## src/rtl/cpu_pkg.sv

```systemverilog
// Shared core constants and the fetch-stage state encoding.
// Imported by the fetch front end and its IF/ID register.
package cpu_pkg;

    localparam int          ADDR_W   = 32;
    localparam logic [31:0] RESET_PC = 32'h0000_0000;
    localparam logic [31:0] NOP_INST = 32'h0000_0013;

    typedef enum logic [1:0] {
        IDLE  = 2'd0,
        FETCH = 2'd1,
        HOLD  = 2'd2
    } fetch_state_t;

endpackage

```

## src/rtl/if_fetch_frontend_ifid_reg.sv

```systemverilog
// IF/ID pipeline register: holds on stall, loads a bubble on flush.
// Flush takes priority over stall.
module ifid_reg #(
    parameter int          ADDR_W   = cpu_pkg::ADDR_W,
    parameter logic [31:0] NOP_INST = cpu_pkg::NOP_INST
) (
    input  logic              clk_i,
    input  logic              rst_i,
    input  logic              stall_i,
    input  logic              flush_i,
    input  logic [ADDR_W-1:0] pc_i,
    input  logic [31:0]       inst_i,
    input  logic              valid_i,
    output logic [ADDR_W-1:0] pc_o,
    output logic [31:0]       inst_o,
    output logic              valid_o
);

    logic [ADDR_W-1:0] pc_q;
    logic [31:0]       inst_q;
    logic              valid_q;

    always_ff @(posedge clk_i) begin
        if (rst_i) begin
            pc_q    <= '0;
            inst_q  <= NOP_INST;
            valid_q <= 1'b0;
        end else if (flush_i) begin
            pc_q    <= pc_i;
            inst_q  <= NOP_INST;
            valid_q <= 1'b0;
        end else if (!stall_i) begin
            pc_q    <= pc_i;
            inst_q  <= inst_i;
            valid_q <= valid_i;
        end
    end

    assign pc_o    = pc_q;
    assign inst_o  = inst_q;
    assign valid_o = valid_q;

endmodule

```

## src/rtl/if_fetch_frontend.sv

```systemverilog
// Fetch stage: PC, imem req/ack handshake, squash of wrong-path fetches
// and the hold buffer that parks a fetched word while ID is stalled.
module if_fetch_frontend #(
    parameter int                ADDR_W   = cpu_pkg::ADDR_W,
    parameter logic [ADDR_W-1:0] RESET_PC = ADDR_W'(cpu_pkg::RESET_PC),
    parameter logic [31:0]       NOP_INST = cpu_pkg::NOP_INST
) (
    input  logic              clk_i,
    input  logic              rst_i,
    input  logic              start_i,
    input  logic              pc_write_i,
    input  logic              ifid_stall_i,
    input  logic              ifid_flush_i,
    input  logic [ADDR_W-1:0] branch_target_i,
    output logic              imem_req_o,
    output logic [ADDR_W-1:0] imem_addr_o,
    input  logic              imem_ack_i,
    input  logic [31:0]       imem_data_i,
    output logic [ADDR_W-1:0] ifid_pc_o,
    output logic [31:0]       ifid_inst_o,
    output logic              ifid_valid_o,
    output logic              fetch_busy_o
);

    import cpu_pkg::*;

    fetch_state_t      state_q, state_d;
    logic [ADDR_W-1:0] pc_q, pc_d;
    logic [ADDR_W-1:0] addr_q, addr_d;
    logic [ADDR_W-1:0] hold_pc_q, hold_pc_d;
    logic [31:0]       hold_inst_q, hold_inst_d;
    logic              hold_vld_q, hold_vld_d;
    logic              squash_q, squash_d;
    logic              req_q, req_d;
    logic              busy_q;

    logic              issue;
    logic              ack;
    logic              new_req;
    logic [ADDR_W-1:0] pc_inc;
    logic [ADDR_W-1:0] tgt;

    logic [ADDR_W-1:0] ld_pc;
    logic [31:0]       ld_inst;
    logic              ld_valid;

    assign issue  = start_i & pc_write_i;
    assign ack    = req_q & imem_ack_i;
    assign pc_inc = pc_q + ADDR_W'(4);
    assign tgt    = branch_target_i & ~ADDR_W'(3);

    always_comb begin
        state_d     = state_q;
        pc_d        = pc_q;
        squash_d    = squash_q;
        req_d       = req_q;
        new_req     = 1'b0;
        hold_pc_d   = hold_pc_q;
        hold_inst_d = hold_inst_q;
        hold_vld_d  = hold_vld_q;
        ld_pc       = pc_q;
        ld_inst     = NOP_INST;
        ld_valid    = 1'b0;

        unique case (state_q)
            IDLE: begin
                if (ifid_flush_i) pc_d = tgt;
                if (start_i) begin
                    state_d = FETCH;
                    req_d   = pc_write_i;
                    new_req = pc_write_i;
                end
            end
            FETCH: begin
                if (req_q && !ack) begin
                    // request still in flight: it must finish at its own address
                    if (ifid_flush_i) begin
                        squash_d = 1'b1;
                        pc_d     = tgt;
                    end
                end else begin
                    if (ack && !squash_q && !ifid_flush_i) begin
                        if (!ifid_stall_i) begin
                            ld_inst  = imem_data_i;
                            ld_valid = 1'b1;
                            if (pc_write_i) pc_d = pc_inc;
                            req_d = issue;
                        end else begin
                            hold_pc_d   = pc_q;
                            hold_inst_d = imem_data_i;
                            hold_vld_d  = 1'b1;
                            state_d     = HOLD;
                            req_d       = 1'b0;
                        end
                    end else begin
                        if (ifid_flush_i) pc_d = tgt;
                        squash_d = 1'b0;
                        req_d    = issue;
                    end
                    new_req = req_d;
                    if (state_d == FETCH && !req_d && !start_i) state_d = IDLE;
                end
            end
            HOLD: begin
                ld_pc    = hold_pc_q;
                ld_inst  = hold_inst_q;
                ld_valid = hold_vld_q;
                if (ifid_flush_i || !ifid_stall_i) begin
                    pc_d       = ifid_flush_i ? tgt : pc_inc;
                    hold_vld_d = 1'b0;
                    state_d    = FETCH;
                    req_d      = issue;
                    new_req    = issue;
                end
            end
            default: begin
                state_d = IDLE;
                req_d   = 1'b0;
            end
        endcase

        addr_d = new_req ? pc_d : addr_q;
    end

    always_ff @(posedge clk_i) begin
        if (rst_i) begin
            state_q     <= IDLE;
            pc_q        <= RESET_PC;
            addr_q      <= RESET_PC;
            hold_pc_q   <= '0;
            hold_inst_q <= NOP_INST;
            hold_vld_q  <= 1'b0;
            squash_q    <= 1'b0;
            req_q       <= 1'b0;
            busy_q      <= 1'b0;
        end else begin
            state_q     <= state_d;
            pc_q        <= pc_d;
            addr_q      <= addr_d;
            hold_pc_q   <= hold_pc_d;
            hold_inst_q <= hold_inst_d;
            hold_vld_q  <= hold_vld_d;
            squash_q    <= squash_d;
            req_q       <= req_d;
            busy_q      <= (state_d == FETCH) & req_d;
        end
    end

    assign imem_req_o   = req_q;
    assign imem_addr_o  = addr_q;
    assign fetch_busy_o = busy_q;

    ifid_reg #(
        .ADDR_W   (ADDR_W),
        .NOP_INST (NOP_INST)
    ) u_ifid_reg (
        .clk_i   (clk_i),
        .rst_i   (rst_i),
        .stall_i (ifid_stall_i),
        .flush_i (ifid_flush_i),
        .pc_i    (ld_pc),
        .inst_i  (ld_inst),
        .valid_i (ld_valid),
        .pc_o    (ifid_pc_o),
        .inst_o  (ifid_inst_o),
        .valid_o (ifid_valid_o)
    );

endmodule

```

## config.mk

```make
export PLATFORM = sky130hd
export DESIGN_NAME = if_fetch_frontend
export DESIGN_NICKNAME = d
export VERILOG_FILES = /design/src/rtl/cpu_pkg.sv /design/src/rtl/if_fetch_frontend_ifid_reg.sv /design/src/rtl/if_fetch_frontend.sv
export SDC_FILE = /design/constraint.sdc
export NUM_CORES = 1
export LEC_CHECK = 0
export CAP_MARGIN = 25
export CORE_UTILIZATION = 40
export CTS_BUF_LIST = sky130_fd_sc_hd__clkbuf_8
export CTS_CLUSTER_SIZE = 24
export DETAILED_ROUTE_END_ITERATION = 6
export SYNTH_ARGS = -nofsm -noshare
export SYNTH_HDL_FRONTEND = slang
export SYNTH_SLANG_ARGS = --single-unit
```

## constraint.sdc

```tcl
create_clock -name clk_i -period 2.7 [get_ports clk_i]
set_input_delay 0.81 -clock clk_i [delete_from_list [all_inputs] [get_ports clk_i]]
set_output_delay 0.81 -clock clk_i [all_outputs]
set_load 0.1 [all_outputs]
```

# Word-level counts from Yosys, hierarchy flattened
# Cells that the tools add are included.
# totals
regBits,199
input_bits,71
out_inout_bits,99
wordCells,92
# op_classes
addsub,1
eq_ne,11
n_mux,46
n_bitwise,4
reduce_logical,18
# ops
cell,count
32-bit two-way mux,12
32-bit case mux with 3 select lines,1
32-bit case mux with 2 select lines,1
32-bit by 3-bit adder with 32-bit output (second input constant),1
1-bit two-way mux,19
2-bit two-way mux,8
2-bit != test (second input constant),6
2-bit by 1-bit == test with 1-bit output (second input constant),3
1-bit zero test,6
1-bit case mux with 3 select lines,2
2-bit case mux with 3 select lines,1
1-bit logical AND,5
5-bit AND reduction,1
1-bit case mux with 2 select lines,2
4-bit AND reduction,1
1-bit bitwise AND,3
3-bit AND reduction,1
2-bit == test (second input constant),1
2-bit zero test,1
2-bit by 1-bit != test with 1-bit output (second input constant),1
2-bit nonzero test,1
2-bit OR reduction,1
1-bit logical OR,1
1-bit NOT,1

# Depth between registers and ports, before layout
# depth
depth_word,14
depth_mapped,10
mapped_depth_nobuf,7

# Hierarchy
# Synthesis repeated with hierarchy kept, for this count alone.
# hier_totals
hier_cells,1329
area_unflattened_um2,10637.7
# by_module_without_submodules
module,n_inst,cells_per_inst,area_each_um2,seq_area_each_um2
if_fetch_frontend,1,1076,7970.1,2682.6
ifid_reg,1,253,2667.6,1301.2

# Worst setup path after synthesis
# No wires, ideal clock.
# synth_path
path_type,register to register
from,register req_q (netlist: imem_req_o)
to,register addr_q[13] (netlist: imem_addr_o[13])
setup_time_ns,0.148
t_arrival_ns,2.471
required_time_ns,2.552
setup_slack_ns,0.082
path_stages_with_launch,6
path_buffers,0
period_less_slack_ns,2.618
cell_sequence,dfxtp_1 nand4b_1 a21oi_1 o32ai_1 a2111oi_0 a211oi_1
# synth_via
elab_chain_cells,8
word_cells_on_any_way,13
cone_classes,mux (8); bitwise (1); reduce/logical (4)
# synth_rtl
item,line,source
start: declaration,if_fetch_frontend.sv:34,"logic req_q, req_d;"
start signal: assignment,if_fetch_frontend.sv:144,req_q <= req_d;
1-bit bitwise AND,if_fetch_frontend.sv:48,assign ack = req_q & imem_ack_i;
1-bit logical AND (2 in series),if_fetch_frontend.sv:82,if (ack && !squash_q && !ifid_flush_i) begin
1-bit two-way mux,if_fetch_frontend.sv:82,
1-bit two-way mux,if_fetch_frontend.sv:75,if (req_q && !ack) begin
1-bit two-way mux,if_fetch_frontend.sv:65,unique case (state_q)
1-bit two-way mux,if_fetch_frontend.sv:75,
1-bit case mux with 3 select lines,if_fetch_frontend.sv:65,
end signal: assignment,if_fetch_frontend.sv:139,addr_q <= addr_d;
end: declaration,if_fetch_frontend.sv:29,"logic [ADDR_W-1:0] addr_q, addr_d;"
# Parallel ways exist; a longest one is shown, timed or not. The select of a mux whose other input is x is not followed.
# A chain may end at the register's enable or synchronous reset.

# Final worst setup path
# layout_path
from,input port ifid_stall_i
to,register addr_q[10] (netlist: imem_addr_o[10])
# layout_via
elab_chain_cells,6
word_cells_on_any_way,14
cone_classes,mux (12); reduce/logical (2)
# layout_rtl
item,line,source
start: declaration,if_fetch_frontend.sv:12,"input logic ifid_stall_i,"
1-bit two-way mux,if_fetch_frontend.sv:83,if (!ifid_stall_i) begin
1-bit two-way mux,if_fetch_frontend.sv:82,
1-bit two-way mux,if_fetch_frontend.sv:75,
1-bit two-way mux,if_fetch_frontend.sv:65,
1-bit two-way mux,if_fetch_frontend.sv:75,
1-bit case mux with 3 select lines,if_fetch_frontend.sv:65,
# Parallel ways exist; a longest one is shown, timed or not. The select of a mux whose other input is x is not followed.

==> flow_summary.toml <==
[synth]
syn-num-nets = 1212
synth_edf_count = 0
synth-seq-cells = 199
async_flop_share_pct = 0
synthCells = 1136
yosys_warnings = 0
seq_area_frac_synth_pct = 43.0
avgSynthCellArea_sq_um = 8.16
synth.distinct_cells = 69
synth_ff_type = "dfxtp_1"
syn_area_sq_um = 9270

[final_layout]
fill_cells = 2204
multiInputGateArea_sq_um = 4790
area_growth_pct = 29.6
final_area_sq_um = 12000
finalNonFillerCells = 1613
fin_nets = 1391
drive_gt1_share_pct = 19.6
seq_area_sq_um = 3980
n_antenna_cell = 0

[placement]
placed_cells = 1581
place_ws_ns = -0.428
gp_congestion = 0.908
portBuffers = 167
dpl_cell_area_sq_um = 11600
place_hpwl_microns = 20600

[sta]
rsz0062_at_grt = "false"
timing.final.ws_setup_ns = 0.136
finalSetupViolations = 0
slew_violations = 0
slew_headroom_pct = 58.5
fin_skew_ns = 0.0163
worst_pin_slew_ns = 0.623
min_period_over_period_pct = 95.0
fmax_mhz = 390
hold_violations = 0
finalCriticalPeriod_ns = 2.56
holdWs_ns = 0.457

[critical_path]
rrSetupSlack_ns = 0.28
crit_chain = "clkdlybuf4s50_1 -> and4b_2 -> nand3_1 -> o311a_1 -> a2111oi_2 -> a211oi_1"
worstPathArrival_ns = 2.90
slowest_delay_ns = 0.55
path_max_fanout = 8
worstSetupEndpointType = "flop"
critical_path_class = "in -> reg"
cp-endpoint = "imem_addr_o[10]$_SDFFE_PP0P_"
startpoint = "ifid_stall_i"
critPathLaunchType = "primary input"
cp_num_buf_inv = 1
r2r_cells = 8
rr_startpoint = "state_q[1]$_SDFF_PP0_"
path_depth = 6
reg2reg_to = "pc_q[16]$_SDFF_PP0_"
cp_slowest_cell = "clkdlybuf4s50_1"
critical-path-top-delay-family = "compound AO/OA/AOI/OAI gates"
cp_data_required_time_ns = 3.04

[power_and_ir_drop]
p_comb_share_pct = 20.5
power-per-cell-area_nw_per_um2 = 539
switching_share_pct = 33.4
clockPowerShare_pct = 30.9
p_total_w = 0.00647
seq_power_share_pct = 48.6
p_switching_w = 0.00216
irDropWorstVdd_v = 0.000342
intPower_w = 0.00431
cellLeakagePower_nw = 4.47

[clock_tree]
clk_pin_slew_ns = 0.10
clock_sinks = 199
cts_tree = "yes"
ctsHtreeMaxLevel = 4
cts_buffers = 17
postCtsSetupBuffers = 0
insertion_delay_ns = 0.48
ctsHoldBuffers = 0
clockRootBuffer = "clkbuf_8"
clk_path_buf_depth = 2
post_cts_resized = 0

[drt]
routedWlPerCell_microns = 18.2
vias = 9145
drt_iter0_drc = 743
via_per_inst = 5.67
drt-pass1-iter-count = 5
ant_nets = 0
drc = 0
wirelength_microns = 29400

[grt]
track_usage_pct = 24.9
grt_antenna_before_repair = 0
overflow = 0
grt_max_degree = 65
grt_pass1_vias = 8334
grt_first_pass_wirelength_microns = 46600

[floorplan]
rows = 55
placeableCoreArea_sq_um = 22700
die_h_microns = 154
ios = 170
die_w_microns = 154
start_util_pct = 40.8
die-area_sq_um = 23800

[flow_run]
drv_cap = 0

[outcome]
status = "finished, final reports clean"

[min_path]
hold_path_class = "reg -> reg"
cells by family after synthesis:
kind of cell	Yosys count	synth area share (%)
AOI/OAI and AO/OA	337	25.4
xor gates and xnor gates	3	0.283
adders and majority gates	5	0.675
buffers and inverters	138	5.90
DFF	199	43.0
muxes	41	4.45
and+or+nand+nor	413	20.3
stage by stage:
stage | util [%] | setup TNS, ns
2_1_floorplan | - | 0
3_3_place_gp | 51.0 | -16.11
3_5_place_dp | 51.0 | -15.97
4_1_cts | 52.8 | 0
5_1_grt | 52.9 | 0
6_report | 52.9 | 0
how the worst min path moves through the flow:
stage / startpoint / endpoint / slack, ns / depth (start not counted)
floorplan: hold_pc_q[0]$_SDFFE_PP0P_ / hold_pc_q[0]$_SDFFE_PP0P_ / 0.44 / 2
global placement: hold_pc_q[16]$_SDFFE_PP0P_ / hold_pc_q[16]$_SDFFE_PP0P_ / 0.44 / 2
detailed placement: hold_pc_q[19]$_SDFFE_PP0P_ / hold_pc_q[19]$_SDFFE_PP0P_ / 0.45 / 2
CTS: hold_pc_q[29]$_SDFFE_PP0P_ / hold_pc_q[29]$_SDFFE_PP0P_ / 0.46 / 2
global route: hold_pc_q[8]$_SDFFE_PP0P_ / hold_pc_q[8]$_SDFFE_PP0P_ / 0.48 / 2
finish: hold_pc_q[3]$_SDFFE_PP0P_ / hold_pc_q[3]$_SDFFE_PP0P_ / 0.46 / 2
placed cells by master (no fill, tap or decap), types with 13 or more instances in the layout:
cell type / synthesis / layout
a22oi_1: 31 / 31
buf_12: 0 / 13
buf_4: 1 / 194
a21oi_1: 93 / 93
inv_1: 23 / 25
mux2i_1: 39 / 39
dfxtp_1: 199 / 199
a211oi_1: 59 / 59
nor2_1: 117 / 116
a22o_1: 30 / 30
nand4_1: 14 / 14
a31oi_1: 15 / 15
o21ai_0: 26 / 26
clkdlybuf4s50_1: 0 / 67
nand2_1: 170 / 169
nand3_1: 18 / 18
nor3_1: 27 / 26
clkbuf_8: 0 / 17
a311oi_1: 16 / 15
registers in the layout, indices dropped and copies added (netlist names):
name	flops
hold_vld_q	1
imem_req_o	1
hold_pc_q	32
u_ifid_reg.valid_o	1
fetch_busy_o	1
u_ifid_reg.inst_o	32
squash_q	1
u_ifid_reg.pc_o	32
hold_inst_q	32
state_q	2
imem_addr_o	32
pc_q	32
Yosys cell counts, types with 3 or more instances:
cell | count | area, sq um
o31a_1 | 4 | 35.0
a221oi_1 | 12 | 105
nor4_1 | 8 | 50.1
clkbuf_1 | 84 | 315
o21a_1 | 5 | 37.5
o31ai_1 | 4 | 30.0
or3_1 | 7 | 43.8
nand2_1 | 170 | 638
o311a_1 | 6 | 60.1
nor2b_1 | 8 | 50.1
a211oi_1 | 59 | 443
a22oi_1 | 31 | 233
a21oi_1 | 93 | 465
o22ai_1 | 3 | 18.8
o311ai_0 | 4 | 35.0
dfxtp_1 | 199 | 3980
a311oi_1 | 16 | 140
a31oi_1 | 15 | 93.8
and4_1 | 3 | 26.3
buf_2 | 19 | 95.1
nor2_1 | 117 | 439
mux2i_1 | 39 | 390
nand3_1 | 18 | 90.1
o21ai_0 | 26 | 130
nand2b_1 | 7 | 43.8
a22o_1 | 30 | 263
a21boi_0 | 3 | 22.5
buf_1 | 9 | 33.8
a221o_1 | 3 | 30.0
inv_1 | 23 | 86.3
ha_1 | 5 | 62.6
and2_1 | 12 | 75.1
nor3_1 | 27 | 135
nand4_1 | 14 | 87.6
and3_1 | 6 | 37.5
xor2_1 | 3 | 26.3
power groups by stage:
stage,Clock (W),Sequential (W),Combinational [W]
final,0.00200,0.00315,0.00133
after global placement,0,0.00321,0.00131
after CTS,0.00205,0.00314,0.00132
after floorplan,0,0.00361,0.000434
after detailed placement,0,0.00321,0.00131
after global routing,0.00216,0.00316,0.00140
worst register-to-register path, stage by stage (launching register included):
cell and delay, ns:
dfxtp_1 0.46, inv_1 0.12, ha_1 0.25, buf_4 0.21, inv_1 0.19, nor2_1 0.16
or4_1 0.54, a31oi_1 0.24, a221oi_1 0.11
per-layer routing:
layer	vias up	GRT usage [%]	part of all wire (%)
met5	-	0	0
met4	0	7.14	1.8
met3	34	4.51	7.0
met2	328	36.3	43
met1	4332	37.1	48
li1	4451	-	-
layout make-up:
class | instances | share of cell area (%)
inverters | 24 | 0.750
well taps | 285 | 2.97
clock buffers | 17 | 1.95
multi-input cells | 799 | 39.9
repair buffers | 274 | 19.9
clock inverters | 15 | 1.45
flip-flops and latches | 199 | 33.2
Note: power is estimated with default switching activity, not from simulation.
